<file path="config.mk">
export PLATFORM = sky130hd
export DESIGN_NAME = amdc_spi_master_multi_flat
export DESIGN_NICKNAME = d
export VERILOG_FILES = /design/src/rtl/amdc_spi_master_multi_if.sv /design/src/rtl/amdc_spi_master_multi.sv /design/src/flat_wrapper.sv
export SDC_FILE = /design/constraint.sdc
export NUM_CORES = 1
export LEC_CHECK = 0
export BUFFER_PORTS_ARGS = -buffer_cell sky130_fd_sc_hd__buf_2
export CAP_MARGIN = 30
export CORE_MARGIN = 4
export CORE_UTILIZATION = 57
export CTS_CLUSTER_DIAMETER = 50
export DETAILED_ROUTE_END_ITERATION = 8
export PLACE_DENSITY = 0.88
export SLEW_MARGIN = 20
export SYNTH_ARGS = -nofsm -noshare
export SYNTH_HDL_FRONTEND = slang
export SYNTH_SLANG_ARGS = --single-unit
</file>
<file path="constraint.sdc">
create_clock -name clk -period 2.9 [get_ports clk]
set_input_delay 0.725 -clock clk [delete_from_list [all_inputs] [get_ports clk]]
set_output_delay 0.725 -clock clk [all_outputs]
set_load 0.005 [all_outputs]
</file>
<file path="src/rtl/amdc_spi_master_multi_if.sv">
// Purpose: bundles the trigger, serial and result signals of the multi-channel ADC SPI master.
// Latency: none, wiring only.
// Backpressure: none; start is a sampled trigger, results are levels and pulses.
interface amdc_spi_master_multi_if #(
  parameter int NUM_CH    = 2,
  parameter int DATA_BITS = 18
);
  logic                          start;
  logic                          clr_overrun;
  logic [NUM_CH-1:0]             miso;
  logic                          sclk;
  logic                          cnv;
  logic [NUM_CH*DATA_BITS-1:0]   sensor_data;
  logic                          data_valid;
  logic                          done;
  logic                          busy;
  logic                          overrun;
  logic [15:0]                   overrun_cnt;

  // The SPI master side: takes the trigger and serial data, drives the ADC strobes and results.
  modport master (
    input  start, clr_overrun, miso,
    output sclk, cnv, sensor_data, data_valid, done, busy, overrun, overrun_cnt
  );

  // The trigger/register-file side plus the ADCs.
  modport slave (
    output start, clr_overrun, miso,
    input  sclk, cnv, sensor_data, data_valid, done, busy, overrun, overrun_cnt
  );
endinterface

</file>
<file path="src/rtl/amdc_spi_master_multi.sv">
// Purpose: one shared CNV/SCLK pair to NUM_CH ADCs, captures NUM_CH MSB-first words per trigger.
// Latency: CNV_CYCLES + 2*DATA_BITS*SCLK_HALF_DIV clk from start to done, then QUIET_CYCLES idle.
// Backpressure: none; starts arriving while busy are dropped and flagged as overrun.
// Optional: define AMDC_SPI_OVERRUN_CNT_EN to build the saturating ignored-trigger counter.
module amdc_spi_master_multi #(
  parameter int NUM_CH        = 2,
  parameter int DATA_BITS     = 18,
  parameter int SCLK_HALF_DIV = 10,
  parameter int CNV_CYCLES    = 64,
  parameter int QUIET_CYCLES  = 4
) (
  input  logic                           clk,
  input  logic                           rst_n,
  amdc_spi_master_multi_if.master        bus
);

  // Counter widths cover the largest legal parameter values.
  localparam int CNT_W  = $clog2(1024);
  localparam int HALF_W = $clog2(256);
  localparam int BIT_W  = $clog2(33);

  typedef enum logic [1:0] {S_IDLE, S_CNV, S_RX, S_QUIET} state_t;

  state_t                        state, state_nxt;
  logic [CNT_W-1:0]              cnt;
  logic [HALF_W-1:0]             half_cnt;
  logic [BIT_W-1:0]              bit_cnt;
  logic [NUM_CH-1:0]             miso_meta, miso_sync;
  logic [DATA_BITS-1:0]          shreg [NUM_CH];
  logic [NUM_CH*DATA_BITS-1:0]   data_q;
  logic                          sclk_q, cnv_q, done_q, dv_q, ovr_q;
  logic                          half_end, fall_evt, last_fall, cnv_end, quiet_end;
  logic                          accept, ignored;

  // Next-state logic and the per-cycle events that drive the datapath.
  always_comb begin
    state_nxt = state;
    half_end  = (half_cnt == HALF_W'(SCLK_HALF_DIV - 1));
    fall_evt  = (state == S_RX) && half_end && sclk_q;
    last_fall = fall_evt && (bit_cnt == BIT_W'(DATA_BITS - 1));
    cnv_end   = (state == S_CNV) && (cnt == CNT_W'(CNV_CYCLES - 1));
    quiet_end = (state == S_QUIET) && (cnt == CNT_W'(QUIET_CYCLES - 1));
    accept    = (state == S_IDLE) && bus.start;
    // A start on the edge that re-enters IDLE is still seen in a busy state, so it is dropped.
    ignored   = (state != S_IDLE) && bus.start;
    case (state)
      S_IDLE:  if (bus.start) state_nxt = S_CNV;
      S_CNV:   if (cnv_end)   state_nxt = S_RX;
      S_RX:    if (last_fall) state_nxt = (QUIET_CYCLES == 0) ? S_IDLE : S_QUIET;
      S_QUIET: if (quiet_end) state_nxt = S_IDLE;
      default: state_nxt = S_IDLE;
    endcase
  end

  // State register.
  always_ff @(posedge clk or negedge rst_n) begin
    if (!rst_n) state <= S_IDLE;
    else        state <= state_nxt;
  end

  // CNV / QUIET duration counter, restarted on every state change.
  always_ff @(posedge clk or negedge rst_n) begin
    if (!rst_n)                                    cnt <= '0;
    else if (state_nxt != state)                   cnt <= '0;
    else if (state == S_CNV || state == S_QUIET)   cnt <= cnt + CNT_W'(1);
  end

  // SCLK generator: starts low in RX, toggles every SCLK_HALF_DIV clocks, counts falling edges.
  always_ff @(posedge clk or negedge rst_n) begin
    if (!rst_n) begin
      half_cnt <= '0;
      bit_cnt  <= '0;
      sclk_q   <= 1'b0;
    end else if (state != S_RX) begin
      half_cnt <= '0;
      bit_cnt  <= '0;
      sclk_q   <= 1'b0;
    end else if (half_end) begin
      half_cnt <= '0;
      sclk_q   <= ~sclk_q;
      if (fall_evt) bit_cnt <= bit_cnt + BIT_W'(1);
    end else begin
      half_cnt <= half_cnt + HALF_W'(1);
    end
  end

  // CNV strobe registered from the next state so it is high exactly while in CNV.
  always_ff @(posedge clk or negedge rst_n) begin
    if (!rst_n) cnv_q <= 1'b0;
    else        cnv_q <= (state_nxt == S_CNV);
  end

  // Two-flop synchroniser for the asynchronous MISO lines.
  always_ff @(posedge clk or negedge rst_n) begin
    if (!rst_n) begin
      miso_meta <= '0;
      miso_sync <= '0;
    end else begin
      miso_meta <= bus.miso;
      miso_sync <= miso_meta;
    end
  end

  // Per-channel shift registers, one bit in at the LSB per SCLK falling edge.
  always_ff @(posedge clk or negedge rst_n) begin
    if (!rst_n) begin
      for (int k = 0; k < NUM_CH; k++) shreg[k] <= '0;
    end else if (fall_evt) begin
      for (int k = 0; k < NUM_CH; k++) shreg[k] <= {shreg[k][DATA_BITS-2:0], miso_sync[k]};
    end
  end

  // Result register: whole frame loaded together with the final bit, so no partial words leak out.
  always_ff @(posedge clk or negedge rst_n) begin
    if (!rst_n) begin
      data_q <= '0;
      done_q <= 1'b0;
      dv_q   <= 1'b0;
    end else begin
      done_q <= last_fall;
      if (last_fall) begin
        for (int k = 0; k < NUM_CH; k++)
          data_q[k*DATA_BITS +: DATA_BITS] <= {shreg[k][DATA_BITS-2:0], miso_sync[k]};
        dv_q <= 1'b1;
      end else if (accept) begin
        dv_q <= 1'b0;
      end
    end
  end

  // Sticky overrun flag; a new ignored start beats a simultaneous clear.
  always_ff @(posedge clk or negedge rst_n) begin
    if (!rst_n)               ovr_q <= 1'b0;
    else if (ignored)         ovr_q <= 1'b1;
    else if (bus.clr_overrun) ovr_q <= 1'b0;
  end

`ifdef AMDC_SPI_OVERRUN_CNT_EN
  logic [15:0] ovr_cnt;

  // Saturating count of ignored starts; an increment together with a clear yields 1.
  always_ff @(posedge clk or negedge rst_n) begin
    if (!rst_n) begin
      ovr_cnt <= '0;
    end else if (ignored) begin
      if (bus.clr_overrun)          ovr_cnt <= 16'd1;
      else if (ovr_cnt != 16'hFFFF) ovr_cnt <= ovr_cnt + 16'd1;
    end else if (bus.clr_overrun) begin
      ovr_cnt <= '0;
    end
  end

  assign bus.overrun_cnt = ovr_cnt;
`else
  assign bus.overrun_cnt = 16'h0000;
`endif

  assign bus.sclk        = sclk_q;
  assign bus.cnv         = cnv_q;
  assign bus.sensor_data = data_q;
  assign bus.data_valid  = dv_q;
  assign bus.done        = done_q;
  assign bus.busy        = (state != S_IDLE);
  assign bus.overrun     = ovr_q;

endmodule

</file>
<file path="src/flat_wrapper.sv">
// flat-port wrapper written by rule: the top's interface ports become plain ports
module amdc_spi_master_multi_flat 
#(
  parameter int NUM_CH        = 2,
  parameter int DATA_BITS     = 18,
  parameter int SCLK_HALF_DIV = 10,
  parameter int CNV_CYCLES    = 64,
  parameter int QUIET_CYCLES  = 4
)
  (clk, rst_n, bus_start, bus_clr_overrun, bus_miso, bus_sclk, bus_cnv, bus_sensor_data, bus_data_valid, bus_done, bus_busy, bus_overrun, bus_overrun_cnt);
  amdc_spi_master_multi_if #(.NUM_CH(NUM_CH), .DATA_BITS(DATA_BITS)) bus_i ();
  input  logic clk;
  input  logic rst_n;
  input wire logic [$bits(bus_i.start)-1:0] bus_start;
  input wire logic [$bits(bus_i.clr_overrun)-1:0] bus_clr_overrun;
  input wire logic [$bits(bus_i.miso)-1:0] bus_miso;
  output wire logic [$bits(bus_i.sclk)-1:0] bus_sclk;
  output wire logic [$bits(bus_i.cnv)-1:0] bus_cnv;
  output wire logic [$bits(bus_i.sensor_data)-1:0] bus_sensor_data;
  output wire logic [$bits(bus_i.data_valid)-1:0] bus_data_valid;
  output wire logic [$bits(bus_i.done)-1:0] bus_done;
  output wire logic [$bits(bus_i.busy)-1:0] bus_busy;
  output wire logic [$bits(bus_i.overrun)-1:0] bus_overrun;
  output wire logic [$bits(bus_i.overrun_cnt)-1:0] bus_overrun_cnt;
  assign bus_i.start = bus_start;
  assign bus_i.clr_overrun = bus_clr_overrun;
  assign bus_i.miso = bus_miso;
  assign bus_sclk = bus_i.sclk;
  assign bus_cnv = bus_i.cnv;
  assign bus_sensor_data = bus_i.sensor_data;
  assign bus_data_valid = bus_i.data_valid;
  assign bus_done = bus_i.done;
  assign bus_busy = bus_i.busy;
  assign bus_overrun = bus_i.overrun;
  assign bus_overrun_cnt = bus_i.overrun_cnt;
  amdc_spi_master_multi #(.NUM_CH(NUM_CH), .DATA_BITS(DATA_BITS), .SCLK_HALF_DIV(SCLK_HALF_DIV), .CNV_CYCLES(CNV_CYCLES), .QUIET_CYCLES(QUIET_CYCLES)) u_core (.clk(clk), .rst_n(rst_n), .bus(bus_i));
endmodule
</file>
==> flow_summary.ini, run 1 <==
[placed_design]
dp_hpwl_microns = 5153
place_congestion = 0.8146
dpl_cell_area_sq_um = 4742
place_inst = 471
port-buffer-count = 47

[worst_setup_path]
path_delay_family = simple AND/OR/NAND/NOR gates
path_cells = inv_1, ha_1, and4b_1, nand2_2, or2_1, buf_4, clkinv_4, mux2_2
r2r_end = u_core.bus.sensor_data[31]$_DFFE_PN0P_
cp-startpoint = u_core.half_cnt[1]$_DFF_PN0_
cpMaxStageDelayCell = dfrtp_1
r2r_setup_slack_ps = 610
r2r_cells = 8
critPathMaxFanout = 17
r2r-start = u_core.half_cnt[1]$_DFF_PN0_
crit_type = flip-flop to flip-flop
slowest_delay_ps = 420
start_kind = flip-flop
path_buf_inv = 3
cp-end-kind = flip-flop
cp.required_ps = 3150
arrival_ps = 2540

[logic_synthesis]
syn_inst = 330
ys_ff_latch = 105
synthSimpleGateAreaFrac_pct = 9.371
synth-compound-area-share_pct = 2.126
syn_area_sq_um = 4473
synth_edf_count = 0
yosysSeqAreaShare_pct = 58.74
async_reset_ff_share_pct = 100.0
syn_area_per_cell_sq_um = 13.55
synth_top_family_by_area = multiplexers
synth-adder-area-share_pct = 1.399
ys.flop_type = dfrtp_1
ys_warn_count = 0
synth_cell_types = 41
synth_mux_area_share_pct = 19.05
synth_xor_area_share_pct = 3.720

[sta]
worst_slew_pin_slew_ps = 606.4
fin_setup_tns_ps = 0
rsz0062_at_grt = no
fin_crit_sh_pct = 79.04
post-route-min-period_ps = 2292
setup_viol = 0
slew_viol_final = 0
max_freq_mhz = 436.3
finClkSkew_ps = 14.37
finalHoldViolCount = 0
maxSlewHeadroom_pct = 59.15

[die]
dieWidth_microns = 96.59
rows = 32
die_area_sq_um = 9329
die_h_microns = 96.59
io_pins = 64
floorplan.initialDensity_pct = 58.19
core_area_sq_um = 7687

[clock_network]
cts_setup_buffers = 0
clk_pin_slew_worst_paths_ps = 100
cts_resized = 0
cts.sinks = 105
root_buffer = clkbuf_8
cts_tree = done
clockBufferDepth = 2
clkLatencyLatePin_ps = 360
htree_levels = 3
numCtsBuffers = 9
hold_buffers = 0

[power_and_ir_drop]
p_leak_nw = 2.498
peakVddDrop_mv = 0.4213
switching_power_w = 0.0005454
p_int_w = 0.001802
p_sw_share_pct = 23.23
powerDensity_nw_per_um2 = 476.7
seq_power_share_pct = 62.5
combinationalPowerShare_pct = 1.8
p_clk_share_pct = 35.6

[finish]
final_nets = 391
layout-drive-gt1-share_pct = 36.88
area_delta_synth_final_pct = 10.10
final_cells = 487
layout_common_cells = 105 x dfrtp_1, 53 x mux2_2, 46 x buf_2
antenna_cells_inserted = 0
final_common_cell = dfrtp_1
final_area_sq_um = 4925

[route]
detail_route.iter0.violations = 71
drc_errors = 0
dr.pass1.iters = 4
routed-via-count = 2599
wire_per_inst_microns = 15.25
viasPerCell = 5.337
ant_nets = 0
wl_microns = 7427

[global_routing]
track_usage_pct = 16.90
grt_max_degree = 48
antenna_found_initial = 0
grt_pass1_wl_microns = 12210
grt_pass1_vias = 2562
grt_remaining_overflow = 0

[status]
outcome = completed

[min_path]
hp-class = primary input to asynchronous set/reset pin

[flow_run]
maxCapViolCount = 0
==> final cells by class <==
type	count	area, sq um
inverters	9	38.79
clock buffers	9	123.9
multi-input cells	203	1660
well taps	102	127.6
fillers	581	2763
clock inverters	7	58.81
repair buffers	52	287.8
flip-flops and latches	105	2628
==> how the worst max path moves through the flow <==
stage | endpoint | slack [ps] | cells past startpoint
after floorplan | u_core.bus.sensor_data[27]$_DFFE_PN0P_ | 880 | 10
after global placement | u_core.bus.sensor_data[29]$_DFFE_PN0P_ | 720 | 8
after detailed placement | u_core.bus.sensor_data[31]$_DFFE_PN0P_ | 650 | 8
after CTS | u_core.bus.sensor_data[31]$_DFFE_PN0P_ | 600 | 8
after global routing | u_core.bus.sensor_data[31]$_DFFE_PN0P_ | 470 | 6
final | u_core.bus.sensor_data[31]$_DFFE_PN0P_ | 610 | 8
==> cells in the mapped netlist, types with 2 or more instances <==
library cell  instances  area share, %
nand4_1               6           0.84
nand2_1              12            1.0
o32ai_1               2           0.39
o21ai_0               2           0.22
nor2_1               20            1.7
ha_1                  5            1.4
nand3_1               9            1.0
clkbuf_1              4           0.34
xnor2_1              10            2.0
nor2b_1               5           0.70
nor3_1               12            1.3
a311oi_1              2           0.39
nand2b_1              2           0.28
dfrtp_1             105             59
inv_1                 8           0.67
and3_1                3           0.42
xor2_1                9            1.8
buf_6                 4            1.0
nor4_1                2           0.28
mux2_4               17            5.7
mux2_2               53             13
buf_4                19            3.2
==> metal layers <==
layer	share of wire (%)	global-route usage, %	up-vias	wire, microns
met5	0	0	-	0
met4	0.67	4.439	0	50
met3	6.3	4.880	8	470
met2	49	27.64	71	3658
met1	44	22.23	1311	3248
li1	-	-	1209	-
==> power groups by stage <==
stage	logic, W	registers (W)	clock network, W
global placement	0.0000435	0.00150	0
detailed placement	0.0000448	0.00150	0
CTS	0.0000448	0.00147	0.000868
global route	0.0000519	0.00147	0.000923
floorplan	0.0000220	0.00150	0
finish	0.0000430	0.00147	0.000836
==> flip-flops by register name (all words and copies together) (netlist names) <==
register / cells
u_core.bit_cnt: 6
u_core.bus.cnv: 1
u_core.bus.data_valid: 1
u_core.bus.done: 1
u_core.bus.overrun: 1
u_core.bus.sclk: 1
u_core.bus.sensor_data: 36
u_core.cnt: 10
u_core.half_cnt: 8
u_core.miso_meta: 2
u_core.miso_sync: 2
u_core.shreg: 34
u_core.state: 2
==> worst register-to-register path: stages (launching register included) <==
cell	delay, ps
dfrtp_1	420
inv_1	70
ha_1	150
and4b_1	350
nand2_2	160
or2_1	290
buf_4	230
clkinv_4	170
mux2_2	360
==> stage by stage <==
step | power (W) | hold slack, ps | setup slack, ps | utilization (%)
final | 0.002348 | 280.6 | 607.8 | 64.06
after global routing | 0.002444 | 286.8 | 467.8 | 64.06
after CTS | 0.002382 | 277.3 | 604.4 | 64.06
after detailed placement | 0.001542 | 344.3 | 649.9 | 61.69
after global placement | 0.001541 | 332.6 | 723.7 | 61.69
after floorplan | 0.001519 | 331.2 | 875.1 | -
==> cells by family (layout without fill, tap and decap cells) <==
family                     count (synthesis)  after routing
AOI/OAI and AO/OA                         13             13
xor gates and xnor gates                  19             19
adders and majority gates                  5              5
buffers and inverters                     37             77
DFF                                      105            105
muxes                                     70             70
other                                      1             16
and+or+nand+nor                           80             80
No activity file was read; power rests on OpenSTA's default activity.
==> run 2: changes to the inputs <==
==> constraint.sdc (replaced) <==
create_clock -name clk -period 2.2 [get_ports clk]
set_input_delay 0.55 -clock clk [delete_from_list [all_inputs] [get_ports clk]]
set_output_delay 0.55 -clock clk [all_outputs]
set_load 0.005 [all_outputs]
==> run 2 against run 1 <==
Against the previous run: count of clock-buffer cells in the layout rose by 2; sequential power rose by 32%; first-iteration DRC count rose by 54%; clock skew fell by 3.9 ps; clock power rose by 33%; final cell count rose by 1.0%; sequential cell count did not move; maximum frequency rose by 9.3%; worst setup slack got worse by 500 ps.
==> flow_summary.ini, run 2 (synthesis results as in run 1) <==
[global_routing]
grt_pass1_vias = 2631
grt_remaining_overflow = 0
antenna_found_initial = 0
grt_pass1_wl_microns = 12520
grt_max_degree = 62
track_usage_pct = 17.64

[clock_network]
clockBufferDepth = 2
hold_buffers = 0
cts_setup_buffers = 0
cts_resized = 0
numCtsBuffers = 9
htree_levels = 3
clkLatencyLatePin_ps = 360
cts_tree = done
clk_pin_slew_worst_paths_ps = 100
cts.sinks = 105
root_buffer = clkbuf_8

[sta]
finalHoldViolCount = 0
finClkSkew_ps = 10.46
maxSlewHeadroom_pct = 55.82
max_freq_mhz = 476.9
worst_slew_pin_slew_ps = 655.7
fin_crit_sh_pct = 95.31
hold_slack_ps = 62.73
post-route-min-period_ps = 2097
setup_viol = 0
rsz0062_at_grt = no
slew_viol_final = 0
fin_setup_tns_ps = 0

[finish]
final_common_cell = dfrtp_1
layout_common_cells = 105 x dfrtp_1, 53 x mux2_2, 46 x buf_2
regArea_sq_um = 2628
fillers = 544
final_nets = 396
multi_input_area_sq_um = 1660
antenna_cells_inserted = 0
largest_register_ff_count = 36
final_area_sq_um = 4984
layout-drive-gt1-share_pct = 37.69
area_delta_synth_final_pct = 11.41

[die]
dieWidth_microns = 96.59
floorplan.initialDensity_pct = 58.19
io_pins = 64
rows = 32
core_area_sq_um = 7687
die_area_sq_um = 9329
die_h_microns = 96.59

[route]
wire_per_inst_microns = 15.38
viasPerCell = 5.283
ant_nets = 0
wl_microns = 7568
dr.pass1.iters = 4
detail_route.iter0.violations = 109
drc_errors = 0
routed-via-count = 2599

[power_and_ir_drop]
peakVddDrop_mv = 0.5258
powerDensity_nw_per_um2 = 623.2
p_leak_nw = 2.532

[worst_setup_path]
path_buf_inv = 1
start_kind = flip-flop
critPathMaxFanout = 10
path_cells = ha_1, and4b_1, nand2_2, or2_1, buf_4, mux2_2
cpMaxStageDelayCell = dfrtp_1
cp.required_ps = 2450
arrival_ps = 2340
crit_type = flip-flop to flip-flop
cp-end-kind = flip-flop
slowest_delay_ps = 440
path_delay_family = simple AND/OR/NAND/NOR gates

[min_path]
hp-class = primary input to asynchronous set/reset pin

[placed_design]
dp_hpwl_microns = 5215
dpl_cell_area_sq_um = 4792
port-buffer-count = 47
place_congestion = 0.8926

[status]
outcome = completed

[flow_run]
maxCapViolCount = 0
==> run 2: cell types whose count changed in the layout (fill, tap and decap cells not counted) <==
cell        delta
buf_12         +1
buf_4          +4
clkbuf_8       +2
clkinv_4       +3
clkinvlp_4     -1
inv_6          -3
inv_8          -1
==> run 2: path summary, 6_finish.rpt <==
kind	start	to	slack, ps	cells past startpoint
setup / recovery	u_core.half_cnt[0]$_DFF_PN0_	u_core.bus.sensor_data[1]$_DFFE_PN0P_	100	6
hold / removal	rst_n	u_core.bus.sensor_data[29]$_DFFE_PN0P_	60	1
setup reg to reg	u_core.half_cnt[0]$_DFF_PN0_	u_core.bus.sensor_data[1]$_DFFE_PN0P_	100	6
hold reg to reg	u_core.miso_meta[1]$_DFF_PN0_	u_core.miso_sync[1]$_DFF_PN0_	360	0
max in group asynchronous	rst_n	u_core.half_cnt[0]$_DFF_PN0_	1530	2
min in group clk	bus_miso[1]	u_core.miso_meta[1]$_DFF_PN0_	300	1
==> run 2: routing by layer <==
| metal | track usage [%] | wire, microns | up-vias |
|---|---|---|---|
| met3 | 6.429 | 443 | 11 |
| met4 | 4.673 | 110 | 0 |
| met1 | 22.36 | 3252 | 1301 |
| met2 | 28.79 | 3762 | 66 |
| li1 | - | - | 1221 |
| met5 | 0 | 0 | - |
==> run 2: where the power goes <==
group / internal, W / switching [W] / total, W
Clock: 0.000480 / 0.000635 / 0.00111
Sequential: 0.00193 / 0.00000195 / 0.00194
Combinational: 0.0000109 / 0.0000457 / 0.0000566
Total: 0.00242 / 0.000682 / 0.00311
==> run 2: worst register-to-register path: stages (launching register included) <==
cell and delay, ps:
dfrtp_1 440, ha_1 240, and4b_1 220, nand2_2 140, or2_1 320, buf_4 280
mux2_2 360
==> run 2: layout make-up <==
type	instances	area share [%]
inverters	9	0.7783
multi-input cells	203	33.32
repair buffers	57	6.779
clock inverters	5	0.8034
well taps	102	2.561
clock buffers	11	3.038
flip-flops and latches	105	52.72
==> run 2: per-stage QoR <==
| stage | instances | setup slack (ps) | power [W] | utilization (%) |
|---|---|---|---|---|
| 2_1_floorplan | 345 | 175.1 | 0.002003 | - |
| 3_3_place_gp | 476 | 220.8 | 0.002031 | 62.34 |
| 3_5_place_dp | 476 | 111.2 | 0.002032 | 62.34 |
| 4_1_cts | 492 | 88.84 | 0.003134 | 64.83 |
| 5_1_grt | 492 | 17.12 | 0.003236 | 64.83 |
| 6_report | 492 | 103.2 | 0.003106 | 64.83 |
